--- src/rtl/fifo_rdarbiter.sv ---
// fifo_rdarbiter: round-robin bursting read scheduler draining per-channel FIFOs into one tagged ready/valid stream.
// Define FIFO_RDARBITER_STRICT_PRIORITY_EN to replace round-robin with lowest-index-first selection.
module fifo_rdarbiter #(
    parameter int CHANNEL_WIDTH = 32,
    parameter int CHANNELS_CNT  = 3,
    parameter int BURST_MAX     = 4
) (
    input  logic                                   clk,
    input  logic                                   rst_n,
    input  logic [CHANNELS_CNT-1:0]                i_en_channels,
    input  logic [CHANNELS_CNT-1:0]                i_empty_channels,
    output logic [CHANNELS_CNT-1:0]                o_rd_en_channels,
    input  logic [CHANNELS_CNT-1:0]                i_rd_valid_channels,
    input  logic [CHANNELS_CNT*CHANNEL_WIDTH-1:0]  i_rd_data_channels,
    output logic                                   o_valid,
    output logic [CHANNEL_WIDTH-1:0]               o_data,
    output logic [$clog2(CHANNELS_CNT)-1:0]        o_channel,
    input  logic                                   i_ready,
    output logic                                   o_busy,
    output logic                                   o_err_unexpected
);
    localparam int TW = $clog2(CHANNELS_CNT);
    localparam int BW = $clog2(BURST_MAX + 1);
    localparam logic [CHANNELS_CNT-1:0] ONE = CHANNELS_CNT'(1);
    localparam logic [BW-1:0] BMAX = BW'(BURST_MAX);
    localparam logic [TW-1:0] LAST = TW'(CHANNELS_CNT - 1);

    typedef enum logic {IDLE, BURST} state_t;

    state_t                  state_q, state_d;
    logic [TW-1:0]           grant_q, grant_d;
    logic [BW-1:0]           burst_cnt_q, burst_cnt_d;
    logic [TW-1:0]           rr_ptr_q, rr_ptr_d;
    logic                    inflight_q, inflight_d;
    logic [TW-1:0]           tag_q, tag_d;
    logic [CHANNEL_WIDTH-1:0] buf_data_q [2];
    logic [CHANNEL_WIDTH-1:0] buf_data_d [2];
    logic [TW-1:0]           buf_ch_q [2];
    logic [TW-1:0]           buf_ch_d [2];
    logic [1:0]              buf_cnt_q, buf_cnt_d;
    logic                    err_q, err_d;

    logic [CHANNELS_CNT-1:0] elig;
    logic [TW-1:0]           pick, cand;
    logic                    found;
    int                      idx;
    logic                    pop, credit_ok, rd_ok, leave;
    logic [1:0]              cnt_after_pop;

    // Pick the first eligible channel starting at rr_ptr (or at 0 in strict priority mode).
    always_comb begin
        elig  = i_en_channels & ~i_empty_channels;
        pick  = '0;
        cand  = '0;
        found = 1'b0;
        idx   = 0;
        for (int i = 0; i < CHANNELS_CNT; i++) begin
`ifdef FIFO_RDARBITER_STRICT_PRIORITY_EN
            idx = i;
`else
            idx = int'(rr_ptr_q) + i;
            idx = idx >= CHANNELS_CNT ? idx - CHANNELS_CNT : idx;
`endif
            cand = TW'(idx);
            if (!found && elig[cand]) begin
                found = 1'b1;
                pick  = cand;
            end
        end
    end

    // Grant FSM, read issue under the 2-word credit, return capture into the output buffer, sticky error.
    always_comb begin
        pop              = buf_cnt_q != 2'd0 && i_ready;
        credit_ok        = ({1'b0, buf_cnt_q} + {2'b0, inflight_q} - {2'b0, pop}) < 3'd2;
        rd_ok            = state_q == BURST && !i_empty_channels[grant_q] && i_en_channels[grant_q] && credit_ok;
        leave            = (rd_ok && BW'(burst_cnt_q + 1'b1) == BMAX) || i_empty_channels[grant_q] || !i_en_channels[grant_q];
        o_rd_en_channels = rd_ok ? ONE << grant_q : '0;
        state_d          = state_q;
        grant_d          = grant_q;
        burst_cnt_d      = burst_cnt_q;
        rr_ptr_d         = rr_ptr_q;
        if (state_q == IDLE && found) begin
            state_d     = BURST;
            grant_d     = pick;
            burst_cnt_d = '0;
        end
        if (state_q == BURST) begin
            burst_cnt_d = rd_ok ? BW'(burst_cnt_q + 1'b1) : burst_cnt_q;
            state_d     = leave ? IDLE : BURST;
            rr_ptr_d    = leave ? (grant_q == LAST ? '0 : grant_q + 1'b1) : rr_ptr_q;
        end
`ifdef FIFO_RDARBITER_STRICT_PRIORITY_EN
        rr_ptr_d = '0;
`endif
        inflight_d    = rd_ok;
        tag_d         = rd_ok ? grant_q : tag_q;
        err_d         = err_q | (|(i_rd_valid_channels & ~(inflight_q ? ONE << tag_q : '0)));
        buf_data_d    = buf_data_q;
        buf_ch_d      = buf_ch_q;
        cnt_after_pop = buf_cnt_q - {1'b0, pop};
        if (pop) begin
            buf_data_d[0] = buf_data_q[1];
            buf_ch_d[0]   = buf_ch_q[1];
        end
        if (inflight_q) begin
            buf_data_d[cnt_after_pop[0]] = i_rd_data_channels[tag_q*CHANNEL_WIDTH +: CHANNEL_WIDTH];
            buf_ch_d[cnt_after_pop[0]]   = tag_q;
        end
        buf_cnt_d = cnt_after_pop + {1'b0, inflight_q};
    end

    // State registers; an asynchronous reset drops anything in flight or buffered.
    always_ff @(posedge clk or negedge rst_n) begin
        if (!rst_n) begin
            state_q     <= IDLE;
            grant_q     <= '0;
            burst_cnt_q <= '0;
            rr_ptr_q    <= '0;
            inflight_q  <= 1'b0;
            tag_q       <= '0;
            buf_data_q  <= '{default: '0};
            buf_ch_q    <= '{default: '0};
            buf_cnt_q   <= '0;
            err_q       <= 1'b0;
        end else begin
            state_q     <= state_d;
            grant_q     <= grant_d;
            burst_cnt_q <= burst_cnt_d;
            rr_ptr_q    <= rr_ptr_d;
            inflight_q  <= inflight_d;
            tag_q       <= tag_d;
            buf_data_q  <= buf_data_d;
            buf_ch_q    <= buf_ch_d;
            buf_cnt_q   <= buf_cnt_d;
            err_q       <= err_d;
        end
    end

    assign o_valid          = buf_cnt_q != 2'd0;
    assign o_data           = buf_data_q[0];
    assign o_channel        = buf_ch_q[0];
    assign o_busy           = state_q != IDLE || inflight_q || o_valid;
    assign o_err_unexpected = err_q;
endmodule

--- config.mk ---
export PLATFORM = sky130hd
export DESIGN_NAME = fifo_rdarbiter
export DESIGN_NICKNAME = d
export VERILOG_FILES = /design/src/rtl/fifo_rdarbiter.sv
export SDC_FILE = /design/constraint.sdc
export NUM_CORES = 1
export LEC_CHECK = 0
export ABC_AREA = 1
export CAP_MARGIN = 5
export CORE_ASPECT_RATIO = 1.4
export CORE_MARGIN = 4
export CORE_UTILIZATION = 43
export CTS_CLUSTER_DIAMETER = 50
export DETAILED_ROUTE_END_ITERATION = 10
export PLACE_DENSITY = 0.85
export SLEW_MARGIN = 20
export SYNTH_ARGS = -nofsm -noshare
export SYNTH_HDL_FRONTEND = slang
export SYNTH_SLANG_ARGS = --single-unit
--- constraint.sdc ---
create_clock -name clk -period 3 [get_ports clk]
set_input_delay 0.6 -clock clk [delete_from_list [all_inputs] [get_ports clk]]
set_output_delay 0.6 -clock clk [all_outputs]
set_load 0.05 [all_outputs]
==> flow_summary.json <==
{
  "drt-initial-drc-count": 192,
  "ys_ff_latch": 82,
  "p_leak_nw": 3.02,
  "portBuffers": 147,
  "synth-adder-area-share_pct": 1.95,
  "final_util_pct": 60.4,
  "critPathKind": "reg2out",
  "ys_dominant_reg_cell": "dfrtp_1",
  "met2WireLength_microns": 7140,
  "cp-end-kind": "primary output",
  "grt_pass1_vias": 4573,
  "area_delta_synth_final_pct": 35.9,
  "r2r-start": "buf_cnt_q[0]",
  "setup_ws_ns": 0.0189,
  "powerDensity_nw_per_um2": 1060,
  "crit_top_cell": "nor2_4",
  "slew_viol_final": 0,
  "antenna_found_initial": 0,
  "synth_edf_count": 0,
  "ys_seq_area_share_pct": 42.1,
  "rr_worst_depth": 8,
  "wl_met1_microns": 5320,
  "vias": 4693,
  "start_kind": "flop",
  "r2r-end": "o_channel[1]",
  "outcome": "complete, no violations",
  "clkTransAtPathRegs_ns": 0.06,
  "synthSimpleGateAreaFrac_pct": 29.7,
  "critPathMaxStageDelay_ns": 0.52,
  "syn_avg_cell_area_sq_um": 7.18,
  "diodes": 0,
  "relSlewSlack_pct": 38.0,
  "grt_max_degree": 83,
  "critPathMaxFanout": 4,
  "dp_hpwl_microns": 9060,
  "drive_gt1_share_pct": 7.74,
  "final_nets": 899,
  "drc": 0,
  "crit_arrival_ns": 2.38,
  "ir_drop_mv": 0.634,
  "worst_pin_slew_ns": 0.928,
  "grt_usage_pct": 20.3,
  "ant_nets": 0,
  "syn-instance-count": 679,
  "yosys.area_share.xor_xnor_pct": 0.180,
  "drtPass1Iterations": 4,
  "async_flop_share_pct": 100,
  "crit_slowest_cell": "fa_2",
  "viasPerCell": 5.05,
  "io_pins": 148,
  "cts_hold_buf": 0,
  "worst-path-buf-inv": 3,
  "start_util_pct": 44.4,
  "coreArea_sq_um": 11000,
  "wl_microns": 13400,
  "gp_congestion": 0.839,
  "clock-sinks": 82,
  "dieArea_sq_um": 13100,
  "finClkSkew_ns": 0.00785,
  "synth_nets": 794,
  "cts_buffers": 9,
  "hold_path.class": "in2async",
  "root_buffer": "clkbuf_16",
  "cp.required_ns": 2.40,
  "place_ws_ns": -0.442,
  "highest_layer": "met4",
  "cts_tree": "done",
  "path_delay_family": "simple AND/OR/NAND/NOR gates",
  "cp_cell_sequence": "nor2_4, nor2_4, nand2_4, buf_6, inv_2, fa_2, nand2_2, nor3_4, nand3_4, nor2_4, buf_12",
  "yosysWarnings": 0,
  "syn-cell-area_sq_um": 4880,
  "wl_met3_microns": 579,
  "setup_viol": 0,
  "ys_types": 31,
  "synth_top_family_by_area": "simple AND/OR/NAND/NOR gates",
  "clk_path_buf_depth": 2,
  "die_h_microns": 134,
  "timing.final.crit_share_pct": 99.4,
  "rsz0062_at_grt": "true",
  "synth_mux_area_share_pct": 0,
  "grt_first_pass_wirelength_microns": 21600,
  "synth_compound_area_share_pct": 12.2,
  "drv_cap": 0,
  "overflow": 0,
  "fp.dieW_microns": 98.0,
  "cts_max_level": 3,
  "wl_per_cell_microns": 14.4,
  "fmax_mhz": 335,
  "hold_violations": 0,
  "row_count": 45,
  "clock_latency_ns": 0.33,
  "regToRegSetupSlack_ns": 0.73,
  "min_period_ns": 2.98
}
## metrics by stage
step	std cells	hold WS [ns]	total power, mW	cell area, sq um	setup TNS, ns
2_1_floorplan	679	0.304	4.97	4930	-0.0846
3_3_place_gp	909	0.462	5.81	6290	-1.14
3_5_place_dp	909	0.476	5.91	6290	-1.26
4_1_cts	928	0.496	7.08	6620	-0.0443
5_1_grt	929	0.372	7.58	6630	-0.176
6_report	929	0.291	7.04	6630	0
## where the power goes
part           leakage [nW]  total (mW)  internal, mW  switching (mW)
Clock                 0.142        1.08         0.660           0.415
Sequential            0.964        1.91          1.66           0.252
Combinational          1.91        4.05          1.37            2.69
Total                  3.02        7.04          3.68            3.35
## cells in the mapped netlist (all sizes together) (2+ instances only)
cell,n,area [sq um]
buf,57,394
clkbuf,14,56.3
dfrtp,82,2050
ha,6,75.1
inv,60,228
nand2,235,892
nand3,89,450
nor2,14,77.6
nor3,2,15.0
o21ai,113,577
## layer usage
| layer | global-route usage, % | vias to the layer above |
|---|---|---|
| met4 | 8.85 | 0 |
| met2 | 37.8 | 123 |
| met5 | 0 | - |
| met1 | 23.2 | 2191 |
| li1 | - | 2355 |
| met3 | 2.19 | 24 |
## placed cells by master, fill, tap and decap left out, types with 5 or more instances in the layout
cell	synthesis	final
nand2_1	233	231
clkdlybuf4s50_1	0	142
o21ai_0	99	99
nand3_1	88	88
dfrtp_1	82	81
inv_1	56	53
buf_4	37	14
o21ai_1	13	13
clkbuf_16	0	9
nor2_4	3	6
nor2_1	10	6
buf_12	0	6
inv_2	3	5
ha_1	6	5
## kinds of logic after synthesis
family,Yosys count
AND/OR/NAND/NOR,342
AO/OA/AOI/OAI,116
adder cells (fa/ha/maj),7
XOR/XNOR,1
buffers and inverters,131
flip-flops,82
## what timing repair did
item,CTS,global route
gates resized for setup,10,0
endpoints found under the setup margin,3,3
buffers inserted,4,1
pin swaps,7,2
## final cells by class
class / instances / area (sq um)
Fill cell: 968 / 4350
Clock inverter: 3 / 40.0
Sequential cell: 82 / 2050
Multi-Input combinational cell: 466 / 2200
Clock buffer: 12 / 246
Timing Repair Buffer: 165 / 1670
Tap cell: 141 / 176
Inverter: 60 / 235
## worst max-delay path by stage
stage / to / start / cells past startpoint
6_report: o_rd_en_channels[1] / buf_cnt_q[0] / 11
3_5_place_dp: o_rd_en_channels[2] / i_ready / 12
4_1_cts: o_rd_en_channels[2] / buf_cnt_q[0] / 11
2_1_floorplan: o_rd_en_channels[2] / i_ready / 11
5_1_grt: o_rd_en_channels[1] / buf_cnt_q[0] / 11
3_3_place_gp: o_rd_en_channels[2] / i_ready / 12
No activity file was read; power rests on OpenSTA's default activity.
